`config.mk`:
```
export PLATFORM = sky130hd
export DESIGN_NAME = uart_hex_print
export DESIGN_NICKNAME = d
export VERILOG_FILES = /design/src/rtl/uart_pkg.sv /design/src/rtl/uart_hex_digit.sv /design/src/rtl/uart_hex_print.sv
export SDC_FILE = /design/constraint.sdc
export NUM_CORES = 1
export LEC_CHECK = 0
export BUFFER_PORTS_ARGS = -buffer_cell sky130_fd_sc_hd__buf_4
export CORE_AREA = 3 3 107 109
export CTS_CLUSTER_DIAMETER = 200
export DETAILED_ROUTE_END_ITERATION = 6
export DIE_AREA = 0 0 110 112
export SLEW_MARGIN = 15
export SYNTH_ARGS = -nofsm -noshare
export SYNTH_HDL_FRONTEND = slang
export SYNTH_SLANG_ARGS = --single-unit
```
`constraint.sdc`:
```
create_clock -name clk -period 7 [get_ports clk]
set_input_delay 0.35 -clock clk [delete_from_list [all_inputs] [get_ports clk]]
set_output_delay 0.35 -clock clk [all_outputs]
set_load 0.02 [all_outputs]
```
`src/rtl/uart_pkg.sv`:
```
// Shared types and ASCII helpers for the hex print engine.
package uart_pkg;

  typedef enum logic [1:0] {
    ST_IDLE  = 2'd0,
    ST_START = 2'd1,
    ST_BUSY  = 2'd2
  } state_e;

  localparam logic [7:0] CHAR_0    = 8'h30;
  localparam logic [7:0] CHAR_X    = 8'h78;
  localparam logic [7:0] CHAR_CR   = 8'h0D;
  localparam logic [7:0] CHAR_LF   = 8'h0A;
  localparam logic [7:0] CHAR_A_UP = 8'h41;
  localparam logic [7:0] CHAR_A_LO = 8'h61;

  function automatic logic [7:0] hex_ascii(input logic [3:0] nibble, input logic uppercase);
    logic [7:0] n8;
    n8 = {4'h0, nibble};
    if (nibble < 4'd10) return CHAR_0 + n8;
    return (uppercase ? CHAR_A_UP : CHAR_A_LO) + n8 - 8'd10;
  endfunction

endpackage

```
`src/rtl/uart_hex_digit.sv`:
```
// Combinational nibble to ASCII hex character.
module uart_hex_digit
  import uart_pkg::*;
#(
  parameter bit UPPERCASE = 1'b1
) (
  input  logic [3:0] nibble_i,
  output logic [7:0] ascii_o
);

  assign ascii_o = hex_ascii(nibble_i, UPPERCASE);

endmodule

```
`src/rtl/uart_hex_print.sv`:
```
// Prints a value as ASCII hex over a uart_tx byte interface; forwards echo bytes when idle.
//
// state    | meaning
// ST_IDLE  | req_ready high, waiting for a print request or an echo byte
// ST_START | uart_tx_start held with stable data until busy is seen high
// ST_BUSY  | waiting for the transmitter to drop busy
module uart_hex_print
  import uart_pkg::*;
#(
  parameter int VALUE_WIDTH    = 32,
  parameter int UPPERCASE      = 1,
  parameter int PREFIX_0X      = 0,
  parameter int SUPPRESS_ZEROS = 0,
  parameter int APPEND_CRLF    = 1
) (
  input  logic                   clk,
  input  logic                   rst_n,
  input  logic                   req_valid,
  input  logic [VALUE_WIDTH-1:0] req_value,
  output logic                   req_ready,
  input  logic                   echo_valid,
  input  logic [7:0]             echo_data,
  output logic                   echo_ready,
  output logic                   done,
  output logic                   uart_tx_start,
  output logic [7:0]             uart_tx_data,
  input  logic                   uart_tx_busy
);

  localparam int NDIG  = (VALUE_WIDTH + 3) / 4;
  localparam int PADW  = NDIG * 4;
  localparam int LEN_W = $clog2(NDIG + 4 + 1);

  localparam logic [LEN_W-1:0] NDIG_L = LEN_W'(NDIG);
  localparam logic [LEN_W-1:0] PRE_L  = LEN_W'((PREFIX_0X != 0) ? 2 : 0);
  localparam logic [LEN_W-1:0] CRLF_L = LEN_W'((APPEND_CRLF != 0) ? 2 : 0);
  localparam logic [LEN_W-1:0] ONE_L  = LEN_W'(1);

  state_e           state_q;
  logic [PADW-1:0]  value_q;
  logic [LEN_W-1:0] skip_q, pos_q, len_q;
  logic             start_q, echo_ready_q, done_q;
  logic [7:0]       data_q;

  logic [PADW-1:0]  req_pad, sel_value;
  logic [LEN_W-1:0] skip_d, len_d, sel_skip, sel_pos, emit_n, digit_off, digit_idx;
  logic [3:0]       nibble;
  logic [7:0]       digit_ascii, byte_d;
  logic             found;

  assign req_pad = PADW'(req_value);

  // Leading-zero count at accept time; the last digit is never skipped.
  always_comb begin
    skip_d = '0;
    found  = 1'b0;
    if (SUPPRESS_ZEROS != 0) begin
      for (int k = NDIG - 1; k >= 1; k--) begin
        if (!found && (req_pad[4*k +: 4] == 4'h0)) skip_d = skip_d + ONE_L;
        else found = 1'b1;
      end
    end
  end

  assign len_d = PRE_L + (NDIG_L - skip_d) + CRLF_L;

  // In IDLE the first byte comes straight from the request; otherwise the next latched byte.
  assign sel_value = (state_q == ST_IDLE) ? req_pad : value_q;
  assign sel_skip  = (state_q == ST_IDLE) ? skip_d : skip_q;
  assign sel_pos   = (state_q == ST_IDLE) ? '0 : (pos_q + ONE_L);

  assign emit_n    = NDIG_L - sel_skip;
  assign digit_off = sel_pos - PRE_L + sel_skip;
  assign digit_idx = NDIG_L - ONE_L - digit_off;
  assign nibble    = 4'(sel_value >> {digit_idx, 2'b00});

  uart_hex_digit #(
    .UPPERCASE(UPPERCASE != 0)
  ) u_digit (
    .nibble_i(nibble),
    .ascii_o (digit_ascii)
  );

  always_comb begin
    byte_d = CHAR_LF;
    if ((PREFIX_0X != 0) && (sel_pos < LEN_W'(2))) byte_d = (sel_pos == '0) ? CHAR_0 : CHAR_X;
    else if (sel_pos < (PRE_L + emit_n))           byte_d = digit_ascii;
    else if (sel_pos == (PRE_L + emit_n))          byte_d = CHAR_CR;
  end

  always_ff @(posedge clk) begin
    if (!rst_n) begin
      state_q      <= ST_IDLE;
      start_q      <= 1'b0;
      data_q       <= 8'h00;
      echo_ready_q <= 1'b0;
      done_q       <= 1'b0;
      value_q      <= '0;
      skip_q       <= '0;
      pos_q        <= '0;
      len_q        <= '0;
    end else begin
      echo_ready_q <= 1'b0;
      done_q       <= 1'b0;
      case (state_q)
        ST_IDLE: begin
          if (req_valid) begin
            value_q <= req_pad;
            skip_q  <= skip_d;
            len_q   <= len_d;
            pos_q   <= '0;
            data_q  <= byte_d;
            start_q <= 1'b1;
            state_q <= ST_START;
          end else if (echo_valid) begin
            len_q        <= ONE_L;
            pos_q        <= '0;
            data_q       <= echo_data;
            echo_ready_q <= 1'b1;
            start_q      <= 1'b1;
            state_q      <= ST_START;
          end
        end
        ST_START: begin
          if (uart_tx_busy) begin
            start_q <= 1'b0;
            state_q <= ST_BUSY;
          end
        end
        ST_BUSY: begin
          if (!uart_tx_busy) begin
            if ((pos_q + ONE_L) < len_q) begin
              pos_q   <= pos_q + ONE_L;
              data_q  <= byte_d;
              start_q <= 1'b1;
              state_q <= ST_START;
            end else begin
              done_q  <= 1'b1;
              state_q <= ST_IDLE;
            end
          end
        end
        default: state_q <= ST_IDLE;
      endcase
    end
  end

  assign req_ready     = rst_n && (state_q == ST_IDLE);
  assign echo_ready    = echo_ready_q;
  assign done          = done_q;
  assign uart_tx_start = start_q;
  assign uart_tx_data  = data_q;

endmodule

```
==> results_dict.tcl <==
set metrics [dict create \
    track_usage_pct 10.9 \
    ys_types 49 \
    chipWidth_um 110 \
    numPortBuffers 56 \
    worst_pin_slew_ns 1.05 \
    drt-initial-drc-count 62 \
    insertion_delay_ns 0.31 \
    fillers 1166 \
    maxSlewHeadroom_pct 29.6 \
    pre_cts_ws_ns 3.11 \
    mostFrequentLayoutCell "nand2_1" \
    maxSlewViolCount 0 \
    min_period_ns 3.91 \
    dp_cells 491 \
    totalPowerFinal_mw 0.646 \
    vias_per_cell 4.59 \
    fin_skew_ns 0.00939 \
    yosysSeqAreaShare_pct 39.1 \
    critical_path_class "reg2reg" \
    reg2reg_slack_ns 3.09 \
    rows 38 \
    timing.critical_path.to "uart_tx_data[0]" \
    regToRegEndpoint "uart_tx_data[0]" \
    wl_per_cell_um 13.4 \
    start_util_pct 24.4 \
    postSynthAreaPerCell_um2 8.27 \
    reg2regPathDepth 9 \
    holdBufCountCts 0 \
    post_cts_resize_count 0 \
    syn_nets 365 \
    yosysWarnings 0 \
    firstDrtPassIters 4 \
    place.gp.congestion 0.802 \
    ys.flop_type "dfxtp_1" \
    antenna_found_initial 0 \
    die_area_um2 12300 \
    mostFrequentLayoutCells "nand2_1 (82), buf_4 (57), dfxtp_1 (51)" \
    run_status "finished, final reports clean" \
    netlist_area_um2 2610 \
    clock_path_buffers 2 \
    ant_nets 0 \
    drv_cap 0 \
    synth_top_cell_area_share_pct 39.1 \
    cts.clk_slew.worst_paths_ns 0.10 \
    layout-drive-gt1-share_pct 21.2 \
    dieHeight_um 112 \
    route.vias.total 2288 \
    grt_first_pass_wirelength_um 10800 \
    grt-ovfl-total 0 \
    finalCritPeriodShare_pct 55.9 \
    crit_start "pos_q[0]" \
    postCtsSetupRepairBufs 0 \
    p_per_area_nw_per_um2 201 \
    syn2layout_area_growth_pct 22.9 \
    p_leak_nw 1.21 \
    tritoncts "yes" \
    rsz0062_at_grt "false" \
    postSynthCellCount 316 \
    worstPathMaxFanout 27 \
    hold_slack_ns 0.247 \
    setup_violations 0 \
    crit_top_cell "ha_1" \
    num_io_pins 57 \
    fmax_mhz 256 \
    place_hpwl_um 4960 \
    grt_max_degree 55 \
    ir_drop_uv 76.6 \
    root_buffer "clkbuf_8" \
    nNetsFinal 407 \
    cp_data_required_time_ns 7.20 \
    r2r-start "pos_q[0]" \
    htree_num_levels 2 \
    synth.area.top_cells "dfxtp_1 (39%), nand2_1 (12%), a21boi_0 (9.8%), mux2i_1 (3.4%), nor2b_1 (2.9%)" \
    wl_um 6690 \
    max_stage_delay_ns 0.77 \
    core_area_um2 10700 \
    arrival_ns 4.11 \
    ys_ff_latch 51 \
    setup_slack_ns 3.09 \
    diodes 0 \
    clock_sinks 51 \
    cp_cell_sequence "ha_1 -> ha_1 -> a21boi_0 -> o31ai_2 -> or4b_4 -> a21oi_4 -> o21ai_1 -> nor4b_2 -> nor3_1" \
    min_path_type "in2reg" \
    endpoint_kind "register" \
    numCtsBuffers 5 \
    cp_slowest_cell "ha_1" \
    crit_path_start_kind "register" \
    async_reset_ff_share_pct 0 \
    drc_errors 0 \
    hold_viol_final 0 \
    grt_pass1_vias 2260 \
    fin_cells 499 \
    final.setup.tns_ns 0 \
    synth_top_cell_by_area "dfxtp_1" \
    synth_edf_count 0 \
]
## registers in the layout, summed over array words and instances, names as in the netlist
| name | cells |
|---|---|
| state_q | 2 |
| echo_ready | 1 |
| done | 1 |
| len_q | 2 |
| value_q | 32 |
| uart_tx_start | 1 |
| uart_tx_data | 8 |
| pos_q | 4 |
## cells in the mapped netlist, drive strengths merged, types with 3 or more instances
cell      n
a2111oi   4
a21boi   36
a21oi    15
a31oi     7
and2      4
buf       7
clkbuf   15
dfxtp    51
ha        4
mux2i     9
nand2    82
nand2b    4
nand3     3
nor2     11
nor2b    12
nor3      4
o211ai    3
o21a      4
o21ai    12
## metrics by stage
| step | util (%) | cell area [um2] |
|---|---|---|
| final | 30.0 | 3210 |
| after global routing | 30.0 | 3210 |
| after CTS | 30.0 | 3210 |
| after detailed placement | 29.1 | 3120 |
| after global placement | 29.1 | 3120 |
| after floorplan | - | 2610 |
## worst max-delay path, delay by kind of cell, from the launching register on
family	cells	cell delay, ns
DFF	1	0.74
adders and majority gates	2	1.13
and+or+nand+nor	3	0.82
AOI/OAI and AO/OA	4	1.10
## cell type report
type                    instances  area [um2]  area share (%)
multi-input cells             241        1490            46.3
flip-flops and latches         51        1020            31.8
repair buffers                 57         428            13.3
well taps                     140         175            5.46
clock buffers                   5        68.8            2.14
clock inverters                 3        23.8           0.740
inverters                       2        7.51           0.234
## how the worst min path moves through the flow
stage	from	cells after the start	slack (ns)	to
finish	uart_tx_busy	2	0.25	done
global route	uart_tx_busy	2	0.24	done
CTS	uart_tx_busy	2	0.24	done
detailed placement	value_q[19]	2	0.46	value_q[19]
global placement	value_q[31]	2	0.46	value_q[31]
floorplan	uart_tx_busy	1	0.43	done
## cell families after synthesis
logic type | after synthesis | share of synthesized area, %
AOI/OAI and AO/OA | 91 | 24.7
xor gates and xnor gates | 3 | 1.29
adders and majority gates | 4 | 1.92
buffers and inverters | 24 | 4.07
DFF | 51 | 39.1
muxes | 11 | 5.32
and+or+nand+nor | 132 | 23.7
## where the power goes
part | internal, mW | total, mW | switching [mW]
Sequential | 0.311 | 0.325 | 0.0141
Combinational | 0.0635 | 0.143 | 0.0794
Clock | 0.0724 | 0.178 | 0.105
## routing by layer
metal  vias to the layer above  global-route usage [%]  wire length, um
met5                         -                       0                0
met2                        44                    18.4             3220
li1                       1185                       -                -
met3                         4                    2.49              300
met4                         0                    2.49               38
met1                      1055                    14.0             3130
Power figures use the tool's default switching activity.
